$ cat config.mk
export PLATFORM = sky130hd
export DESIGN_NAME = sprite_timing_sequencer
export DESIGN_NICKNAME = d
export VERILOG_FILES = /design/src/rtl/sprite_timing_sequencer.sv
export SDC_FILE = /design/constraint.sdc
export NUM_CORES = 1
export LEC_CHECK = 0
export CAP_MARGIN = 10
export CORE_UTILIZATION = 40
export CTS_CLUSTER_SIZE = 14
export DETAILED_ROUTE_END_ITERATION = 6
export GPL_ROUTABILITY_DRIVEN = 0
export PLACE_DENSITY_LB_ADDON = 0.2
export SKIP_CTS_REPAIR_TIMING = 1
export SYNTH_ARGS = -nofsm -noshare
export SYNTH_HDL_FRONTEND = slang
export SYNTH_SLANG_ARGS = --single-unit
$ cat constraint.sdc
create_clock -name clock -period 5.96 [get_ports clock]
set_input_delay 1.788 -clock clock [delete_from_list [all_inputs] [get_ports clock]]
set_output_delay 1.788 -clock clock [all_outputs]
set_load 0.1 [all_outputs]
$ cat src/rtl/sprite_timing_sequencer.sv
// Dot/scanline timebase and sprite-pipeline strobe generator for the PPU.
// Also owns the primary OAM address counter shared by the CPU and the sprite handler.
module sprite_timing_sequencer #(
    parameter int unsigned DOTS_PER_LINE   = 341,
    parameter int unsigned LINES_PER_FRAME = 262,
    parameter int unsigned VBLANK_LINE     = 241,
    parameter int unsigned PRERENDER_LINE  = 261
) (
    input  logic       clock,
    input  logic       reset_n,
    input  logic       clock_EN,
    input  logic       renderEnable,
    input  logic       cpuOamAddrWrite,
    input  logic [7:0] cpuOamAddrData,
    input  logic       cpuOamDataWrite,
    input  logic       oamNextAttr,
    input  logic       oamNextEntry,
    output logic [8:0] dot,
    output logic [8:0] scanline,
    output logic [8:0] yPosition,
    output logic [7:0] primaryAddress,
    output logic       spriteEvalReset,
    output logic       spriteEval_EN,
    output logic       spriteFetch_EN,
    output logic       drawTime,
    output logic       pixelShifty_EN,
    output logic       resetFlags,
    output logic       vblankStart,
    output logic       oddFrame
);

    localparam logic [8:0] LastDot     = 9'(DOTS_PER_LINE - 1);
    localparam logic [8:0] SkipDot     = 9'(DOTS_PER_LINE - 2);
    localparam logic [8:0] LastLine    = 9'(LINES_PER_FRAME - 1);
    localparam logic [8:0] VblankLine  = 9'(VBLANK_LINE);
    localparam logic [8:0] PreLine     = 9'(PRERENDER_LINE);
    // Visible lines end one post-render line before vblank (239 with NTSC timing).
    localparam logic [8:0] LastVisLine = 9'(VBLANK_LINE - 2);

    logic [8:0] dot_q, dot_d;
    logic [8:0] line_q, line_d;
    logic       odd_q, odd_d;
    logic [7:0] addr_q, addr_d;

    logic eval_reset_q, eval_reset_d;
    logic eval_en_q, eval_en_d;
    logic fetch_en_q, fetch_en_d;
    logic draw_q, draw_d;
    logic shift_en_q, shift_en_d;
    logic reset_flags_q, reset_flags_d;
    logic vblank_q, vblank_d;

    logic rendering_q;
    logic rendering_d;
    logic visible_d;
    logic clear_win;
    logic req_win;

    always_comb begin
        dot_d  = dot_q;
        line_d = line_q;
        odd_d  = odd_q;
        // Odd rendered frames drop the final dot of the pre-render line.
        if (line_q == PreLine && dot_q == SkipDot && odd_q && renderEnable) begin
            dot_d  = 9'd0;
            line_d = 9'd0;
            odd_d  = ~odd_q;
        end else if (dot_q == LastDot) begin
            dot_d = 9'd0;
            if (line_q == LastLine) begin
                line_d = 9'd0;
                odd_d  = ~odd_q;
            end else begin
                line_d = line_q + 9'd1;
            end
        end else begin
            dot_d = dot_q + 9'd1;
        end
    end

    // Strobes decode the upcoming position so they stay aligned with dot/scanline.
    always_comb begin
        visible_d     = (line_d <= LastVisLine);
        rendering_d   = renderEnable && (visible_d || line_d == PreLine);
        eval_reset_d  = rendering_d && (dot_d == 9'd0);
        eval_en_d     = rendering_d && (dot_d >= 9'd1) && (dot_d <= 9'd320);
        fetch_en_d    = rendering_d && (dot_d >= 9'd257) && (dot_d <= 9'd320);
        draw_d        = renderEnable && visible_d && (dot_d >= 9'd1) && (dot_d <= 9'd256);
        shift_en_d    = draw_d;
        reset_flags_d = (line_d == PreLine) && (dot_d == 9'd1);
        vblank_d      = (line_d == VblankLine) && (dot_d == 9'd1);
    end

    always_comb begin
        rendering_q = renderEnable && ((line_q <= LastVisLine) || line_q == PreLine);
        clear_win   = (dot_q >= 9'd257) && (dot_q <= 9'd320);
        req_win     = (dot_q >= 9'd65) && (dot_q <= 9'd256);
        addr_d      = addr_q;
        if (cpuOamAddrWrite) begin
            addr_d = cpuOamAddrData;
        end else if (rendering_q && clear_win) begin
            addr_d = 8'd0;
        end else if (rendering_q && req_win && oamNextEntry) begin
            addr_d = {addr_q[7:2] + 6'd1, 2'b00};
        end else if (rendering_q && req_win && oamNextAttr) begin
            addr_d = addr_q + 8'd1;
        end else if (!rendering_q && cpuOamDataWrite) begin
            addr_d = addr_q + 8'd1;
        end
    end

    always_ff @(posedge clock or negedge reset_n) begin
        if (!reset_n) begin
            dot_q         <= 9'd0;
            line_q        <= PreLine;
            odd_q         <= 1'b0;
            addr_q        <= 8'd0;
            eval_reset_q  <= 1'b0;
            eval_en_q     <= 1'b0;
            fetch_en_q    <= 1'b0;
            draw_q        <= 1'b0;
            shift_en_q    <= 1'b0;
            reset_flags_q <= 1'b0;
            vblank_q      <= 1'b0;
        end else if (clock_EN) begin
            dot_q         <= dot_d;
            line_q        <= line_d;
            odd_q         <= odd_d;
            addr_q        <= addr_d;
            eval_reset_q  <= eval_reset_d;
            eval_en_q     <= eval_en_d;
            fetch_en_q    <= fetch_en_d;
            draw_q        <= draw_d;
            shift_en_q    <= shift_en_d;
            reset_flags_q <= reset_flags_d;
            vblank_q      <= vblank_d;
        end
    end

    assign dot             = dot_q;
    assign scanline        = line_q;
    assign yPosition       = line_q;
    assign primaryAddress  = addr_q;
    assign spriteEvalReset = eval_reset_q;
    assign spriteEval_EN   = eval_en_q;
    assign spriteFetch_EN  = fetch_en_q;
    assign drawTime        = draw_q;
    assign pixelShifty_EN  = shift_en_q;
    assign resetFlags      = reset_flags_q;
    assign vblankStart     = vblank_q;
    assign oddFrame        = odd_q;

endmodule
==> flow_metrics.py <==
metrics = {
    "die": {
        "die_w_um": 80.8,
        "start_util": 0.417,
        "coreArea_sq_um": 5960,
        "fp-row-count": 28,
        "pin_count": 59,
        "die_h_um": 80.8,
        "die_area_sq_um": 6530,
    },
    "cts": {
        "cts_tree": "built",
        "clockRootBuffer": "clkbuf_8",
        "clk_path_buf_depth": 2,
        "clkSlewWorstSetupHoldPaths_ns": 0.07,
        "clkLatencyLatePin_ns": 0.29,
        "cts_buffers": 5,
        "cts.sinks": 33,
        "cts_htree_levels": 2,
    },
    "final_layout": {
        "nets": 360,
        "final_cell_mix": "clkdlybuf4s50_1, nand2_1, dfrtp_1",
        "final_area_sq_um": 3100,
        "layout-drive-gt1-share": 0.0653,
        "final_common_cell": "clkdlybuf4s50_1",
        "fillers": 570,
        "area_growth_pct": 24.7,
        "diodes": 0,
        "post-route-util": 0.520,
    },
    "outcome": {
        "status": "finished clean",
    },
    "setup_path": {
        "endpoint_kind": "output pin",
        "critPathSlowestCell": "clkdlybuf4s50_1",
        "r2r_slack_ns": 2.92,
        "crit_fanout": 15,
        "crit_required_ns": 4.17,
        "crit_chain": "clkdlybuf4s50_1",
        "crit_family": "buffers and inverters",
        "slowest_delay_ns": 1.22,
        "critPathLaunchType": "register",
        "crit_buf_inv": 1,
        "critPathArrivalTime_ns": 2.12,
        "criticalPathCategory": "register to output pin",
    },
    "global_routing": {
        "grt_max_degree": 34,
        "grt_use_total": 0.203,
        "grt_pass1_vias": 2172,
        "overflow": 0,
        "antenna_found_initial": 0,
        "grt_pass1_wl_mm": 10.3,
    },
    "synthesis": {
        "synth_top_family_by_area": "simple AND/OR/NAND/NOR gates",
        "synth.mux.area_fraction": 0.0176,
        "ys_seq_area_frac": 0.334,
        "synth_seq_cells": 33,
        "synth_xor_area_frac": 0.0423,
        "syn-num-nets": 322,
        "synth_cell_types": 59,
        "synth_ff_type": "dfrtp_1",
        "avgSynthCellArea_sq_um": 8.31,
        "async_flop_share": 1.00,
        "synth-edff-count": 0,
        "synth-compound-area-share": 0.232,
        "synthSimpleGateAreaFrac": 0.251,
        "synthCells": 299,
        "yosysWarnings": 0,
        "netlist_area_sq_um": 2490,
        "synthAdderAreaFrac": 0.0352,
    },
    "placed_design": {
        "port-buffer-count": 58,
        "place_area_sq_um": 3020,
        "dp_hpwl_mm": 4.38,
    },
    "detailed_routing": {
        "drt_iter0_markers": 182,
        "routed_wirelength_mm": 6.10,
        "firstDrtPassIters": 4,
        "vias_per_cell": 5.60,
        "drtAntennaViolNets": 0,
        "wl_per_cell_um": 14.8,
        "drt_drc_violations_left": 0,
        "routed-via-count": 2307,
    },
    "power_and_ir_drop": {
        "power_density_nw_per_um2": 515,
        "p_leak_nw": 1.27,
        "ir_worst_vdd_mv": 0.356,
        "p_total_w": 0.00160,
    },
    "sta": {
        "clock.fmax_ghz": 0.256,
        "fin_crit_sh": 0.656,
        "period_needed_ns": 3.91,
        "report.final.slew_viol_count": 0,
        "report.final.setup_viol": 0,
        "rsz0062_at_grt": "no",
        "slew_headroom": 0.348,
        "fin_tns_setup_ns": 0,
        "hold_violations": 0,
        "worst_pin_slew_ns": 0.975,
        "finClkSkew_ns": 0.00867,
    },
    "job": {
        "drv_cap": 0,
    },
    "min_path": {
        "hold_path_class": "register to register",
    },
}
metal layers:
metal / vias to the layer above / GRT usage / wire length [um]
met5: - / 0 / 0
met4: 0 / 0.0625 / 69
met3: 6 / 0.0371 / 281
met2: 67 / 0.323 / 2800
met1: 1076 / 0.279 / 2950
li1: 1158 / - / -
worst paths after layout:
check                      cells past startpoint                             to                        start
setup / recovery                               1                         dot[6]           dot[6]$_DFFE_PN0P_
hold / removal                                 1    spriteEvalReset$_DFFE_PN0P_  spriteEvalReset$_DFFE_PN0P_
setup reg to reg                               7  primaryAddress[2]$_DFFE_PN0P_           dot[2]$_DFFE_PN0P_
hold reg to reg                                1    spriteEvalReset$_DFFE_PN0P_  spriteEvalReset$_DFFE_PN0P_
max in group asynchronous                      2        scanline[2]$_DFFE_PN1P_                      reset_n
min in group asynchronous                      2             dot[1]$_DFFE_PN0P_                      reset_n
cells by family after synthesis:
family,after synthesis
AND/OR/NAND/NOR,115
buffers and inverters,47
XOR/XNOR,12
multiplexers,4
adder cells (fa/ha/maj),7
flip-flops,33
AO/OA/AOI/OAI,81
registers in the layout (all words and copies together), names as in the netlist:
name / cells
oddFrame: 1
spriteFetch_EN: 1
spriteEvalReset: 1
dot: 9
pixelShifty_EN: 1
primaryAddress: 8
resetFlags: 1
spriteEval_EN: 1
scanline: 9
vblankStart: 1
stage by stage:
stage	hold slack, ns	worst slack, ns	std cells
after detailed placement	0.506	1.79	405
final	0.529	2.05	412
after global placement	0.512	1.90	405
after global routing	0.552	1.91	412
after floorplan	0.807	2.73	299
after CTS	0.529	2.04	412
cell usage after synthesis, types with 7 or more instances:
cell	count	share of area
a21oi_1	11	0.022
and3_1	9	0.023
buf_4	10	0.030
clkbuf_1	17	0.026
dfrtp_1	30	0.30
ha_1	7	0.035
inv_1	18	0.027
nand2_1	35	0.053
nand3_1	10	0.020
nor2_1	19	0.029
o21ai_0	23	0.046
o22ai_1	7	0.018
xnor2_1	9	0.032
power by group:
group | switching (W) | total [W] | internal [W] | leakage, nW
sequential | 0.000125 | 0.000412 | 0.000287 | 0.415
clock | 0.0000843 | 0.000164 | 0.0000794 | 0.0410
combinational | 0.000756 | 0.00102 | 0.000265 | 0.816
final cells by class:
class,instances,area [sq um],area share
Clock buffer,6,72.6,0.0234
Clock inverter,1,5.00,0.00161
Inverter,18,67.6,0.0218
Multi-Input combinational cell,219,1440,0.463
Sequential cell,33,830,0.268
Tap cell,75,93.8,0.0303
Timing Repair Buffer,60,596,0.192
Power figures use the tool's default switching activity.
